[src/rtl/approx_dispatch_if.sv]
// Valid/ready streams around approx_dispatch: samples in, {sample, result} pairs out.
// The dispatcher connects through the slave modport, its upstream/downstream through master.
interface approx_dispatch_if;
    logic       in_valid_i;
    logic       in_ready_o;
    logic [7:0] in_x_i;
    logic       out_valid_o;
    logic       out_ready_i;
    logic [7:0] out_x_o;
    logic [7:0] out_y_o;

    modport slave (
        input  in_valid_i, in_x_i, out_ready_i,
        output in_ready_o, out_valid_o, out_x_o, out_y_o
    );

    modport master (
        output in_valid_i, in_x_i, out_ready_i,
        input  in_ready_o, out_valid_o, out_x_o, out_y_o
    );
endinterface

[src/rtl/approx_dispatch.sv]
// Queues 8-bit samples and feeds them one at a time to the approximation core,
// returning each result with its source sample; a watchdog drops jobs that never finish.
//
//   state | meaning
//   IDLE  | waiting for a queued sample and an idle core
//   ISSUE | start pulse out, FIFO head popped, watchdog cleared
//   WAIT  | waiting for core_valid_i, watchdog counting
//   HOLD  | result presented until the downstream takes it
module approx_dispatch #(
    parameter int DEPTH   = 4,
    parameter int TIMEOUT = 255
) (
    input  logic                    clk,
    input  logic                    rst,
    approx_dispatch_if.slave        strm,
    input  logic [2:0]              nIt_i,
    output logic                    core_start_o,
    output logic [7:0]              core_x_o,
    output logic [2:0]              core_nIt_o,
    input  logic                    core_busy_i,
    input  logic                    core_valid_i,
    input  logic [7:0]              core_y_i,
    output logic [$clog2(DEPTH):0]  count_o,
    output logic                    err_o
);
    localparam int PW = $clog2(DEPTH);
    localparam int WW = $clog2(TIMEOUT + 1);

    typedef enum logic [1:0] {IDLE, ISSUE, WAIT, HOLD} state_t;

    state_t        state;
    logic [7:0]    mem [DEPTH];
    logic [PW-1:0] wr_ptr;
    logic [PW-1:0] rd_ptr;
    logic [WW-1:0] wdog;
    logic          push;
    logic          pop;

    assign strm.in_ready_o = (count_o != (PW+1)'(DEPTH));
    assign push            = strm.in_valid_i && strm.in_ready_o;
    assign pop             = (state == ISSUE);

    // Storage is not reset: count_o alone decides which entries are meaningful.
    always_ff @(posedge clk) begin
        if (push) begin
            mem[wr_ptr] <= strm.in_x_i;
        end
    end

    always_ff @(posedge clk or negedge rst) begin
        if (!rst) begin
            wr_ptr  <= '0;
            rd_ptr  <= '0;
            count_o <= '0;
        end else begin
            if (push) begin
                wr_ptr <= wr_ptr + PW'(1);
            end
            if (pop) begin
                rd_ptr <= rd_ptr + PW'(1);
            end
            case ({push, pop})
                2'b10:   count_o <= count_o + (PW+1)'(1);
                2'b01:   count_o <= count_o - (PW+1)'(1);
                default: count_o <= count_o;
            endcase
        end
    end

    always_ff @(posedge clk or negedge rst) begin
        if (!rst) begin
            state            <= IDLE;
            core_start_o     <= 1'b0;
            core_x_o         <= '0;
            core_nIt_o       <= '0;
            strm.out_valid_o <= 1'b0;
            strm.out_x_o     <= '0;
            strm.out_y_o     <= '0;
            err_o            <= 1'b0;
            wdog             <= '0;
        end else begin
            core_start_o <= 1'b0;
            case (state)
                IDLE: begin
                    if ((count_o != '0) && !core_busy_i) begin
                        state        <= ISSUE;
                        core_start_o <= 1'b1;
                        core_x_o     <= mem[rd_ptr];
                        core_nIt_o   <= nIt_i;
                    end
                end
                ISSUE: begin
                    wdog  <= '0;
                    state <= WAIT;
                end
                WAIT: begin
                    // A result landing on the timeout edge still counts.
                    if (core_valid_i) begin
                        strm.out_y_o     <= core_y_i;
                        strm.out_x_o     <= core_x_o;
                        strm.out_valid_o <= 1'b1;
                        state            <= HOLD;
                    end else if (wdog == WW'(TIMEOUT)) begin
                        err_o <= 1'b1;
                        state <= IDLE;
                    end else begin
                        wdog <= wdog + WW'(1);
                    end
                end
                HOLD: begin
                    if (strm.out_ready_i) begin
                        strm.out_valid_o <= 1'b0;
                        state            <= IDLE;
                    end
                end
                default: state <= IDLE;
            endcase
        end
    end
endmodule

[src/flat_wrapper.sv]
// flat-port wrapper written by rule: the top's interface ports become plain ports
module approx_dispatch_flat 
#(
    parameter int DEPTH   = 4,
    parameter int TIMEOUT = 255
)
  (clk, rst, nIt_i, core_start_o, core_x_o, core_nIt_o, core_busy_i, core_valid_i, core_y_i, count_o, err_o, strm_in_valid_i, strm_in_x_i, strm_out_ready_i, strm_in_ready_o, strm_out_valid_o, strm_out_x_o, strm_out_y_o);
  approx_dispatch_if strm_i ();
  input  logic clk;
  input  logic rst;
  input  logic [2:0] nIt_i;
  output logic core_start_o;
  output logic [7:0] core_x_o;
  output logic [2:0] core_nIt_o;
  input  logic core_busy_i;
  input  logic core_valid_i;
  input  logic [7:0] core_y_i;
  output logic [$clog2(DEPTH):0] count_o;
  output logic err_o;
  input wire logic [$bits(strm_i.in_valid_i)-1:0] strm_in_valid_i;
  input wire logic [$bits(strm_i.in_x_i)-1:0] strm_in_x_i;
  input wire logic [$bits(strm_i.out_ready_i)-1:0] strm_out_ready_i;
  output wire logic [$bits(strm_i.in_ready_o)-1:0] strm_in_ready_o;
  output wire logic [$bits(strm_i.out_valid_o)-1:0] strm_out_valid_o;
  output wire logic [$bits(strm_i.out_x_o)-1:0] strm_out_x_o;
  output wire logic [$bits(strm_i.out_y_o)-1:0] strm_out_y_o;
  assign strm_i.in_valid_i = strm_in_valid_i;
  assign strm_i.in_x_i = strm_in_x_i;
  assign strm_i.out_ready_i = strm_out_ready_i;
  assign strm_in_ready_o = strm_i.in_ready_o;
  assign strm_out_valid_o = strm_i.out_valid_o;
  assign strm_out_x_o = strm_i.out_x_o;
  assign strm_out_y_o = strm_i.out_y_o;
  approx_dispatch #(.DEPTH(DEPTH), .TIMEOUT(TIMEOUT)) u_core (.clk(clk), .rst(rst), .strm(strm_i), .nIt_i(nIt_i), .core_start_o(core_start_o), .core_x_o(core_x_o), .core_nIt_o(core_nIt_o), .core_busy_i(core_busy_i), .core_valid_i(core_valid_i), .core_y_i(core_y_i), .count_o(count_o), .err_o(err_o));
endmodule
[config.mk]
export PLATFORM = sky130hd
export DESIGN_NAME = approx_dispatch_flat
export DESIGN_NICKNAME = d
export VERILOG_FILES = /design/src/rtl/approx_dispatch_if.sv /design/src/rtl/approx_dispatch.sv /design/src/flat_wrapper.sv
export SDC_FILE = /design/constraint.sdc
export NUM_CORES = 1
export LEC_CHECK = 0
export CORE_ASPECT_RATIO = 1.1
export CORE_MARGIN = 4
export CORE_UTILIZATION = 58
export CTS_BUF_LIST = sky130_fd_sc_hd__clkbuf_4
export DETAILED_ROUTE_END_ITERATION = 8
export PLACE_DENSITY_LB_ADDON = 0.2
export SYNTH_ARGS = -nofsm -noshare
export SYNTH_HDL_FRONTEND = slang
export SYNTH_SLANG_ARGS = --single-unit
[constraint.sdc]
create_clock -name clk -period 4.9 [get_ports clk]
set_clock_uncertainty 0.1 [all_clocks]
set_input_delay 0.735 -clock clk [delete_from_list [all_inputs] [get_ports clk]]
set_output_delay 0.735 -clock clk [all_outputs]
set_load 0.02 [all_outputs]
**After elaboration in Yosys (flattened, before gate mapping)**

Memory sizes are Yosys's and may differ from the RTL's. A register that Yosys moved wholly into a read port is not among the register bits.
Index checks and enable logic that the tools add are counted.

- Muxes and demuxes: 16
- Bitwise gates (word level): 1
- $add $sub $neg: 5
- Equal/unequal tests: 13
- Reductions and logical operators: 15

Operators by type and width:

| operator | count |
|---|---|
| 8-bit 2-to-1 mux | 2 |
| 8-bit one-hot mux with 2 select lines | 1 |
| 3-bit AND reduction | 4 |
| 8-bit by 1-bit adder with 8-bit output (second input constant) | 1 |
| 8-bit equality test (second input constant) | 1 |
| 2-bit 2-to-1 mux | 4 |
| 2-bit inequality test (second input constant) | 4 |
| 2-bit one-hot mux with 4 select lines | 1 |
| 2-bit equality test (second input constant) | 3 |
| 1-bit 2-to-1 mux | 6 |
| 3-bit one-hot mux with 2 select lines | 1 |
| 2-bit nonzero test | 3 |
| 2-bit by 1-bit adder with 2-bit output (second input constant) | 2 |
| 2-bit by 1-bit equality test with 1-bit output (second input constant) | 2 |
| 2-bit AND reduction | 2 |
| 3-bit by 1-bit adder with 3-bit output (second input constant) | 1 |
| 3-bit by 2-bit inequality test with 1-bit output (second input constant) | 1 |
| 3-bit inequality test (second input constant) | 1 |
| 3-bit nonzero test | 1 |
| 3-bit by 1-bit subtractor with 3-bit output (second input constant) | 1 |
| 1-bit logical AND | 2 |
| 1-bit logical NOT | 2 |
| 2-bit logical NOT | 1 |
| 2-bit by 1-bit inequality test with 1-bit output (second input constant) | 1 |
| 2 further kinds | 2 |

- Output and inout bits: 34
- Memories kept: 1
- Word-level logic and storage cells: 62
- Register bits: 39
- RAM bits: 32

Memories:

| name | depth | bits a word | rd ports | clocked after memory_dff | write ports | line | RTL |
|---|---|---|---|---|---|---|---|
| u_core.mem | 4 | 8 | 1 | 1 | 1 | approx_dispatch.sv:32 | `logic [7:0] mem [DEPTH];` |

**Depth between registers and ports, before layout**

Gate-level depths: netlist (run 1).

- Word-level depth: 4
- Gate-level depth with buffers: 10
- Gate-level depth less buffers: 10

**Least setup slack after synthesis (run 1)**

OpenSTA, ideal clock, no wires.

- Path kind: register -> register
- From: reg u_core.count_o[0]
- To: reg u_core.count_o[2]
- Arrival time: 2.151 ns
- Required time: 4.720 ns
- Cell stages (with the launch flop): 11
- Setup slack: 2.569 ns
- Period minus slack after synthesis: 2.331 ns
- Cell sequence: dfrtp_1 > inv_1 > nand3_1 > and2_1 > inv_1 > ha_1 > inv_1 > fa_1 > xor2_1 > nor2_1 > xor2_1

- Cells in the longest elaborated chain, start to end: 4
- Elaborated cells between the ends (all ways): 8
- Classes of those cells: add/sub (2); eq/ne (3); mux (1); reduce/logical (2)

RTL lines:

| what | line | RTL |
|---|---|---|
| start, declared | approx_dispatch.sv:23 | `output logic [$clog2(DEPTH):0] count_o,` |
| start signal, assigned | approx_dispatch.sv:63 | `2'b10: count_o <= count_o + (PW+1)'(1);` |
| start signal, assigned | approx_dispatch.sv:64 | `2'b01: count_o <= count_o - (PW+1)'(1);` |
| start signal, assigned | approx_dispatch.sv:65 | `default: count_o <= count_o;` |
| 3-bit inequality test (*) | approx_dispatch.sv:39 | `assign strm.in_ready_o = (count_o != (PW+1)'(DEPTH));` |
| net strm_in_ready_o | flat_wrapper.sv:23 | `output wire logic [$bits(strm_i.in_ready_o)-1:0] strm_in_ready_o;` |
| 1-bit logical AND (*) | approx_dispatch.sv:40 | `assign push = strm.in_valid_i && strm.in_ready_o;` |
| 2-bit by 1-bit equality test with 1-bit output or 2-bit equality test (tied branches) | approx_dispatch.sv:62 | `case ({push, pop})` |
| 3-bit one-hot mux with 2 select lines or 2-bit nonzero test (tied branches) | -- |  |

Mark *: on every way through the listed nets, which the timed path passes. The rest lies on a longest branch.
A chain may end at the register's enable or synchronous reset.

**Final worst setup path (run 1)**

- From: reg u_core.count_o[0]
- To: out strm_in_ready_o

- Cells in the longest elaborated chain, start to end: 1

RTL lines:

| what | line |
|---|---|
| 3-bit inequality test | approx_dispatch.sv:39 |
| end, declared | flat_wrapper.sv:23 |

No other way between the ends.

==> results of run 1 <==
layer usage:
| metal | share of wire, % | routed length, um | up-vias |
|---|---|---|---|
| met5 | 0 | 0 | - |
| met4 | 0.85 | 46 | 0 |
| met2 | 48 | 2620 | 49 |
| li1 | - | - | 876 |
| met3 | 5.7 | 309 | 5 |
| met1 | 45 | 2460 | 917 |
layout make-up:
type	count	area share, %
flip-flops and latches	79	53.4
clock inverters	6	1.13
clock buffers	10	1.88
inverters	10	0.939
well taps	75	2.35
multi-input cells	108	25.9
repair buffers	58	14.4
through the flow:
step	std cells	power, W
floorplan	205	0.00173
global placement	330	0.00210
detailed placement	330	0.00214
CTS	346	0.00247
global route	346	0.00261
finish	346	0.00244
cells in the mapped netlist:
cell type	instances
inv_1	10
nor4_4	1
a311o_1	1
nor3_1	2
a21oi_1	2
nand3_1	4
and3_1	7
nand2b_1	2
nand2_1	9
fa_1	1
mux2_2	28
nor3b_4	1
o21ai_2	1
o31ai_1	1
xor2_1	2
edfxtp_1	32
buf_4	1
mux4_2	8
nand4_1	1
o211ai_1	3
o311ai_0	1
or2_1	1
a21o_1	4
nand2_2	1
nor2b_1	1
nand3_2	1
buf_2	2
clkbuf_1	2
nor2_1	3
nand4b_1	1
o21ai_0	3
nor3b_1	1
ha_1	6
nand3b_1	1
and2_1	3
buf_6	3
xnor2_1	4
mux2i_1	3
dfrtp_1	47
worst register-to-register path: stages, from the launching register on:
cell and delay, ns:
dfrtp_1 0.59, nand2b_1 0.31, inv_1 0.21, ha_1 0.20, inv_1 0.06, fa_1 0.37
xor2_1 0.15, nor2_1 0.11, xor2_1 0.14
logic make-up (layout without fill, tap and decap cells):
family,after synthesis,in the layout
DFF,79,79
and+or+nand+nor,40,40
muxes,39,39
buffers and inverters,18,84
AOI/OAI and AO/OA,16,16
adders and majority gates,7,7
xor gates and xnor gates,6,6
power by group through the flow:
stage | Combinational, W | Clock, W | Sequential (W)
2_1_floorplan | 0.000531 | 0 | 0.00120
3_3_place_gp | 0.000994 | 0 | 0.00111
3_5_place_dp | 0.00102 | 0 | 0.00112
4_1_cts | 0.00102 | 0.000344 | 0.00110
5_1_grt | 0.00109 | 0.000378 | 0.00114
6_report | 0.00100 | 0.000334 | 0.00110
worst max path at each step:
stage	startpoint	to	cells past startpoint
6_report	u_core.count_o[0]$_DFFE_PN0P_	strm_in_ready_o	3
5_1_grt	u_core.count_o[0]$_DFFE_PN0P_	strm_in_ready_o	3
4_1_cts	u_core.count_o[0]$_DFFE_PN0P_	strm_in_ready_o	3
3_5_place_dp	strm_in_valid_i	u_core.count_o[2]$_DFFE_PN0P_	9
3_3_place_gp	strm_in_valid_i	u_core.count_o[2]$_DFFE_PN0P_	9
2_1_floorplan	u_core.count_o[0]$_DFFE_PN0P_	u_core.count_o[2]$_DFFE_PN0P_	10
flip-flops by register name, summed over array words and instances (netlist names), 2 cells and up:
name                 flops
u_core.strm.out_x_o      8
u_core.rd_ptr            2
u_core.core_nIt_o        3
u_core.wr_ptr            2
u_core.wdog              8
u_core.mem              32
u_core.core_x_o          8
u_core.state             2
u_core.count_o           3
u_core.strm.out_y_o      8
cells in the final DEF (no fill, tap or decap), types with 2 or more instances in the layout:
master           synthesis  final
xnor2_1                  4      4
dfrtp_1                 47     47
o211ai_1                 3      3
clkbuf_4                 0     10
clkinvlp_4               0      3
clkdlybuf4s50_1          0     57
nor2_1                   3      3
mux2i_1                  3      3
nand2b_1                 2      2
inv_1                   10     10
nand3_1                  4      4
nor3_1                   2      2
o21ai_0                  3      3
ha_1                     6      6
mux2_2                  28     28
xor2_1                   2      2
and2_1                   3      3
a21o_1                   4      4
and3_1                   7      7
mux4_2                   8      8
edfxtp_1                32     32
a21oi_1                  2      2
nand2_1                  9      9
==> run_results.csv, run 1 <==
group,metric,value,unit
clock_network,clock_sinks,79,
sta,drv_slew,0,
routing,drt_iter0_markers,127,
clock_network,clk_path_buf_depth,2,
sta,fin_crit,2.59,ns
outcome,status,"completed",
pwr,p_clk_share,13.7,%
yosys,synth.avg_cell_area,15.9,um2
worst_setup_path,crit_path_end_kind,"output port",
pwr,switching_power,0.000865,W
yosys,ys_seq_area_share,65.4,%
yosys,ys_seq_elements,79,
grt,track_usage,18.2,%
min_path,hold_class,"in2async",
routing,antenna_left,0,
sta,fin_ws,2.31,ns
worst_setup_path,required,4.07,ns
cells_and_area,stdcell_area,0.00400,mm2
floorplan,core,0.00543,mm2
cells_and_area,nets,298,
routing,vias,1847,
grt,antenna_found_initial,0,
yosys,synth_compound_area_share,3.45,%
grt,grt_pass1_vias,1903,
floorplan,dieHeight,86.7,um
clock_network,cts_inserted_buffers,9,
clock_network,cts_tree,"built",
cells_and_area,multiInputGateArea,0.00103,mm2
floorplan,die_x,79.6,um
worst_setup_path,worstPathArrival,1.75,ns
cells_and_area,nFillCells,376,
worst_setup_path,max_stage_delay,0.64,ns
cells_and_area,fin_util,73.6,%
yosys,synth_nets,237,
floorplan,initial_core_util,60.2,%
pwr,p_int,0.00157,W
clock_network,htree_levels,3,
cells_and_area,final-seq-area,0.00214,mm2
worst_setup_path,crit_chain,"inv_1 -> nand3_1 -> clkdlybuf4s50_1",
sta,fmax,387,MHz
sta,slew_headroom,33.1,%
worst_setup_path,path_max_fanout,6,
yosys,netlist_top_cells_area,"dfrtp_1 36%, edfxtp_1 29%, mux2_2 9.6%",
placed_design,place_hpwl,3880,um
pwr,power.density,610,mW/mm2
yosys,yosys.area_share.adder,2.91,%
worst_setup_path,reg2regPathDepth,8,
placed_design,place.gp.congestion,0.793,
pwr,ir_worst_vdd,0.368,mV
floorplan,rows,28,
cells_and_area,diodes,0,
routing,dr.pass1.iters,4,
worst_setup_path,worstReg2RegEnd,"u_core.count_o[2]$_DFFE_PN0P_",
worst_setup_path,cp_num_buf_inv,2,
worst_setup_path,r2r_slack,2.60,ns
worst_setup_path,timing.rr.start,"u_core.state[0]$_DFFE_PN0P_",
routing,drt-total-wl,5430,um
yosys,synth-simple-area-share,7.62,%
grt,gr-usage-met1,26.0,%
worst_setup_path,start_kind,"flip-flop",
clock_network,clkLatencyLatePin,0.40,ns
sta,rsz0062_at_grt,"no",
grt,grt_pass1_wl,9490,um
clock_network,clk_pin_slew,0.14,ns
clock_network,cts_root_buf,"clkbuf_4",
floorplan,io_pins,59,
yosys,synth_top_area_share,36.0,%
clock_network,cts_resized,0,
worst_setup_path,path_class,"reg2out",
yosys,yosysTopAreaCell,"dfrtp_1",
pwr,p_sw_share,35.5,%
sta,finalCritPeriodShare,52.8,%
clock_network,postCtsSetupBuffers,0,
pwr,combPwrFrac,41.2,%
routing,remaining_drc_errors,0,
sta,setup_viol,0,
yosys,synth_warnings,0,
placed_design,port_buffers,58,
grt,grt-busiest-layer,"met2",
worst_setup_path,cp_top_family,"buffers and inverters",
grt,grt_max_degree,48,
grt,grtUsageMet3,5.30,%
sta,hold_viol_final,0,
floorplan,die_area,0.00690,mm2
worst_setup_path,cp_slowest_cell,"clkdlybuf4s50_1",
cells_and_area,areaGrowthSynthToFinish,22.4,%
yosys,synthXorXnorAreaFrac,1.61,%
routing,via_per_inst,5.34,
flow_run,maxCapViolations,0,
grt,grt_overflow,0,
cells_and_area,drive_gt1_share,21.4,%
pwr,seqPwrFrac,45.1,%
placed_design,placed_cell_area,0.00388,mm2
grt,use_met2,27.5,%
yosys,muxShareOfSynthArea,16.1,%
pwr,power.leakage,1.61,nW
sta,holdWs,0.374,ns
placed_design,dp_slack,2.25,ns
routing,wl_per_cell,15.7,um
yosys,synth_cells,205,
yosys,synth_area,0.00327,mm2
clock_network,ctsHoldBuffers,0,
yosys,synth_top_family_by_area,"multiplexers",
sta,tns,0,ns
sta,tightest_slew,1.00,ns
yosys,yosysUniqueCellTypes,39,
Power figures use the tool's default switching activity.
==> inputs of run 2 (changes only) <==
Settings changed: CORE_UTILIZATION 58 to 54.
Clock period 4.9 ns to 2.6 ns, I/O delays scaled along.
==> run 2 against run 1 <==
Effect of this change:
- hold slack got worse by 0.16 ns
- critical path depth unchanged
- die area is 6.7% higher
- non-clock buffer count rose by 6
- worst setup slack got worse by 2.0 ns
==> run_results.csv, run 2 (synthesis results as in run 1) <==
group,metric,value,unit
outcome,status,"completed",
floorplan,core,0.00581,mm2
pwr,power.leakage,1.66,nW
cells_and_area,drive_gt1_share,22.4,%
worst_setup_path,timing.rr.start,"u_core.count_o[0]$_DFFE_PN0P_",
worst_setup_path,worstReg2RegEnd,"u_core.count_o[2]$_DFFE_PN0P_",
sta,fmax,446,MHz
sta,fin_crit,2.24,ns
grt,track_usage,16.6,%
grt,grt_pass1_vias,1831,
worst_setup_path,endpoint,"strm_in_ready_o",
cells_and_area,nets,304,
routing,dr.pass1.iters,4,
routing,vias,1853,
worst_setup_path,path_max_fanout,6,
cells_and_area,diodes,0,
sta,tns,0,ns
clock_network,cts_inserted_buffers,9,
sta,slew_headroom,63.3,%
worst_setup_path,max_stage_delay,0.64,ns
cells_and_area,regMostFlops,"u_core.mem",
clock_network,htree_levels,3,
min_path,hold_class,"in2async",
routing,drt_iter0_markers,111,
worst_setup_path,crit_chain,"inv_1 -> nand3_1 -> clkdlybuf4s50_1",
cells_and_area,areaGrowthSynthToFinish,24.4,%
floorplan,initial_core_util,56.3,%
flow_run,maxCapViolations,0,
routing,antenna_left,0,
grt,grt_max_degree,23,
worst_setup_path,cp_slowest_cell,"clkdlybuf4s50_1",
cells_and_area,layout_commonest_cell,"clkdlybuf4s50_1",
cells_and_area,mostFrequentLayoutCells,"57 x clkdlybuf4s50_1, 47 x dfrtp_1, 32 x edfxtp_1, 28 x mux2_2",
sta,finalCritPeriodShare,86.2,%
clock_network,clk_pin_slew,0.12,ns
clock_network,clock_sinks,79,
grt,grt_pass1_wl,8830,um
floorplan,die_area,0.00736,mm2
floorplan,dieHeight,89.6,um
routing,drt-total-wl,5490,um
worst_setup_path,crit_path_end_kind,"output port",
worst_setup_path,r2r_slack,0.37,ns
cells_and_area,largest_reg_flops,32,
worst_setup_path,cp_num_buf_inv,2,
floorplan,rows,29,
routing,wl_per_cell,15.5,um
clock_network,clkLatencyLatePin,0.40,ns
pwr,power.density,1150,mW/mm2
cells_and_area,fin_util,70.0,%
placed_design,placed_cell_area,0.00392,mm2
floorplan,io_pins,59,
sta,rsz0062_at_grt,"no",
worst_setup_path,crit_cells,3,
worst_setup_path,path_class,"reg2out",
pwr,ir_worst_vdd,0.608,mV
sta,tightest_slew,0.551,ns
worst_setup_path,start_kind,"flip-flop",
clock_network,cts_root_buf,"clkbuf_4",
clock_network,cts_resized,0,
placed_design,place_inst,337,
grt,grt_overflow,0,
placed_design,place_hpwl,3910,um
floorplan,die_x,82.2,um
sta,hold_viol_final,0,
worst_setup_path,required,2.11,ns
routing,via_per_inst,5.23,
clock_network,cts_tree,"built",
worst_setup_path,worstPathArrival,1.75,ns
grt,antenna_found_initial,0,
placed_design,place.gp.congestion,0.745,
placed_design,port_buffers,58,
worst_setup_path,cp_top_family,"buffers and inverters",
cells_and_area,stdcell_area,0.00407,mm2
cells_and_area,stdcell_count,354,
clock_network,clk_path_buf_depth,2,
worst_setup_path,startpoint,"u_core.count_o[0]$_DFFE_PN0P_",
worst_setup_path,reg2regPathDepth,10,
routing,remaining_drc_errors,0,
sta,setup_viol,0,
sta,holdWs,0.218,ns
sta,drv_slew,0,
## run 2: cell count changes in the layout (fill, tap and decap cells not counted), sizes merged
cell,before,now
bufinv,0,1
inv,11,10
dlygate4sd3,0,1
clkinv,2,5
buf,1,6
clkinvlp,3,0
## run 2: worst register-to-register path: cells and delay by family, from the launching register on
family / cells / cell delay [ns]
fa+ha+maj: 2 / 0.56
xor+xnor: 2 / 0.30
flops: 1 / 0.44
buf+inv: 3 / 0.25
simple gates: 3 / 0.54
## run 2: report_power, final
part	internal [W]	switching (W)	total, W
clock network	0.000301	0.000400	0.000701
logic	0.00104	0.000923	0.00197
registers	0.00174	0.000284	0.00202
total	0.00309	0.00161	0.00469
## run 2: worst min path at each step
stage          start  slack (ns)                                  to
2_1_floorplan    rst      -0.006    u_core.core_nIt_o[0]$_DFFE_PN0P_
3_3_place_gp     rst        0.12  u_core.strm.out_x_o[3]$_DFFE_PN0P_
3_5_place_dp     rst        0.12  u_core.strm.out_x_o[3]$_DFFE_PN0P_
4_1_cts          rst        0.19  u_core.strm.out_x_o[3]$_DFFE_PN0P_
5_1_grt          rst        0.20  u_core.strm.out_x_o[3]$_DFFE_PN0P_
6_report         rst        0.22  u_core.strm.out_x_o[3]$_DFFE_PN0P_
## run 2: through the flow
step           setup WS, ns  total power (W)
4_1_cts               0.318          0.00476
5_1_grt               0.166          0.00500
3_3_place_gp          0.352          0.00400
6_report              0.358          0.00469
2_1_floorplan         0.269          0.00327
3_5_place_dp          0.288          0.00406
## run 2: layout make-up
type	instances	area, um2
inverters	10	37.5
clock inverters	6	61.3
fillers	409	1740
repair buffers	64	623
well taps	77	96.3
multi-input cells	108	1030
flip-flops and latches	79	2140
clock buffers	10	75.1
## run 2: metal layers
metal	share of wire, %	vias up	track usage, %
met5	0	-	0
met4	2.0	0	8.16
met3	6.9	8	4.09
met2	46	61	25.8
met1	45	897	21.9
li1	-	887	-
## run 2: what timing repair did
item | CTS | global route
hold buffers | 1 | 0
endpoints found under the setup margin | 0 | 0
hold endpoints to repair | 47 | 0
setup buffers | 0 | 0
==> inputs of run 3 (changes only) <==
Settings changed: CORE_UTILIZATION 54 to 52, CTS_BUF_LIST sky130_fd_sc_hd__clkbuf_4 to sky130_fd_sc_hd__clkbuf_8 sky130_fd_sc_hd__clkbuf_16.
==> run 3 against run 2 <==
Effect of this change:
- clock power increased by 17%
- critical path depth increased by 7
- count of clock-buffer cells in the layout decreased by 1
- via count shrank 0.49%
- global-route usage is 0.24 points lower
- cell count grew 0.85%
- hold slack improved by 0.15 ns
- register-to-register slack barely moved
- core utilization down 3.3 points
- non-clock buffer count did not move
- critical endpoint is now u_core.count_o[2]$_DFFE_PN0P_
==> run_results.csv, run 3 (synthesis results as in run 1) <==
group,metric,value,unit
clock_network,cts_inserted_buffers,9,
clock_network,clk_pin_slew,0.08,ns
grt,grt_max_degree,20,
cells_and_area,largest_reg_flops,32,
clock_network,clkLatencyLatePin,0.35,ns
worst_setup_path,cp_top_family,"adder cells",
floorplan,dieHeight,91.1,um
worst_setup_path,crit_path_end_kind,"flip-flop",
cells_and_area,layout_commonest_cell,"clkdlybuf4s50_1",
clock_network,cts_resized,0,
sta,holdWs,0.369,ns
worst_setup_path,path_class,"reg2reg",
worst_setup_path,path_max_fanout,6,
floorplan,initial_core_util,53.1,%
sta,fin_ws,0.377,ns
worst_setup_path,worstReg2RegEnd,"u_core.count_o[2]$_DFFE_PN0P_",
worst_setup_path,crit_chain,"inv_1 -> nand3_1 -> and2_1 -> inv_1 -> ha_1 -> inv_1 -> fa_1 -> xor2_1 -> nor2_1 -> xor2_1",
outcome,status,"completed",
routing,wl_per_cell,15.3,um
pwr,ir_worst_vdd,0.566,mV
routing,drt-total-wl,5470,um
sta,fmax,450,MHz
routing,antenna_left,0,
grt,gr-usage-met1,21.9,%
clock_network,clk_path_buf_depth,2,
pwr,power.density,1170,mW/mm2
floorplan,die_area,0.00762,mm2
worst_setup_path,cp_num_buf_inv,3,
floorplan,rows,30,
routing,vias,1844,
cells_and_area,stdcell_count,357,
cells_and_area,nets,304,
worst_setup_path,max_stage_delay,0.43,ns
sta,slew_headroom,61.1,%
grt,grt_pass1_vias,1906,
clock_network,cts_root_buf,"clkbuf_8",
grt,grt_overflow,0,
placed_design,port_buffers,58,
sta,hold_viol_final,0,
routing,dr.pass1.iters,4,
sta,drv_slew,0,
worst_setup_path,cpMostUsedCell,"inv_1",
placed_design,place.gp.congestion,0.776,
grt,grtUsageMet3,5.90,%
routing,drt_iter0_markers,78,
pwr,power.leakage,1.67,nW
grt,use_met2,23.7,%
placed_design,dp_slack,0.272,ns
grt,grt-busiest-layer,"met2",
cells_and_area,diodes,0,
sta,rsz0062_at_grt,"no",
min_path,worstHoldPathCells,1,
grt,track_usage,16.3,%
sta,fin_crit,2.22,ns
floorplan,core,0.00616,mm2
worst_setup_path,worstPathArrival,2.39,ns
clock_network,htree_levels,3,
sta,finalCritPeriodShare,85.5,%
cells_and_area,areaGrowthSynthToFinish,25.8,%
sta,tns,0,ns
placed_design,place_hpwl,3940,um
worst_setup_path,reg2regPathDepth,10,
placed_design,place_inst,340,
worst_setup_path,start_kind,"flip-flop",
min_path,hold_class,"reg2reg",
min_path,min_to,"u_core.err_o$_DFFE_PN0P_",
routing,remaining_drc_errors,0,
worst_setup_path,cp_slowest_cell,"dfrtp_1",
cells_and_area,drive_gt1_share,22.7,%
floorplan,io_pins,59,
worst_setup_path,required,2.77,ns
min_path,worstHoldStart,"u_core.err_o$_DFFE_PN0P_",
routing,via_per_inst,5.17,
floorplan,die_x,83.6,um
worst_setup_path,r2r_slack,0.38,ns
cells_and_area,mostFrequentLayoutCells,"57 x clkdlybuf4s50_1, 47 x dfrtp_1, 32 x edfxtp_1, 28 x mux2_2, 10 x inv_1",
cells_and_area,regMostFlops,"u_core.mem",
worst_setup_path,timing.rr.start,"u_core.count_o[0]$_DFFE_PN0P_",
grt,antenna_found_initial,0,
flow_run,maxCapViolations,0,
clock_network,cts_tree,"built",
sta,setup_viol,0,
clock_network,clock_sinks,79,
sta,tightest_slew,0.579,ns
grt,grt_pass1_wl,9610,um
==> run 3: metal layers <==
layer / wire (um) / vias up
li1: - / 885
met1: 2550 / 892
met2: 2440 / 58
met3: 367 / 9
met4: 112 / 0
met5: 0 / -
==> run 3: where the power goes <==
part	switching (W)	internal [W]	leakage [nW]	total, W
Clock	0.000463	0.000359	0.0914	0.000822
Sequential	0.000285	0.00174	0.865	0.00203
Combinational	0.000923	0.00104	0.714	0.00197
Total	0.00167	0.00315	1.67	0.00482
==> run 3: how the worst max path moves through the flow <==
stage | from | endpoint | slack [ns] | cells after the start
6_report | u_core.count_o[0]$_DFFE_PN0P_ | u_core.count_o[2]$_DFFE_PN0P_ | 0.38 | 10
4_1_cts | u_core.count_o[0]$_DFFE_PN0P_ | u_core.count_o[2]$_DFFE_PN0P_ | 0.36 | 10
2_1_floorplan | u_core.count_o[0]$_DFFE_PN0P_ | u_core.count_o[2]$_DFFE_PN0P_ | 0.27 | 10
3_3_place_gp | strm_in_valid_i | u_core.count_o[2]$_DFFE_PN0P_ | 0.36 | 9
3_5_place_dp | strm_in_valid_i | u_core.count_o[2]$_DFFE_PN0P_ | 0.27 | 9
5_1_grt | u_core.count_o[0]$_DFFE_PN0P_ | u_core.count_o[2]$_DFFE_PN0P_ | 0.16 | 10
==> run 3: through the flow <==
step                total power, W  cell area [um2]  util, %
floorplan                  0.00327             3270        -
detailed placement         0.00406             3920     63.7
CTS                        0.00489             4110     66.8
global placement           0.00401             3920     63.7
global route               0.00514             4110     66.8
finish                     0.00482             4110     66.8
==> run 3: cell type report <==
type	instances	area (um2)
fill	457	2050
clock buffer	9	124
multi-input combinational	108	1030
timing repair buffer	64	623
tap	80	100
clock inverter	7	53.8
sequential	79	2140
inverter	10	37.5
==> run 3: worst register-to-register path: stages (launching register included) <==
cell and delay, ns:
dfrtp_1 0.43, inv_1 0.12, nand3_1 0.17, and2_1 0.25, inv_1 0.07, ha_1 0.17, inv_1 0.06, fa_1 0.37
xor2_1 0.15, nor2_1 0.11, xor2_1 0.16
==> run 3: repair_timing <==
item                                    CTS  global route
endpoints found under the hold margin    15             0
endpoints found under the setup margin    0             0
setup buffers                             0             0
hold buffers                              1             0
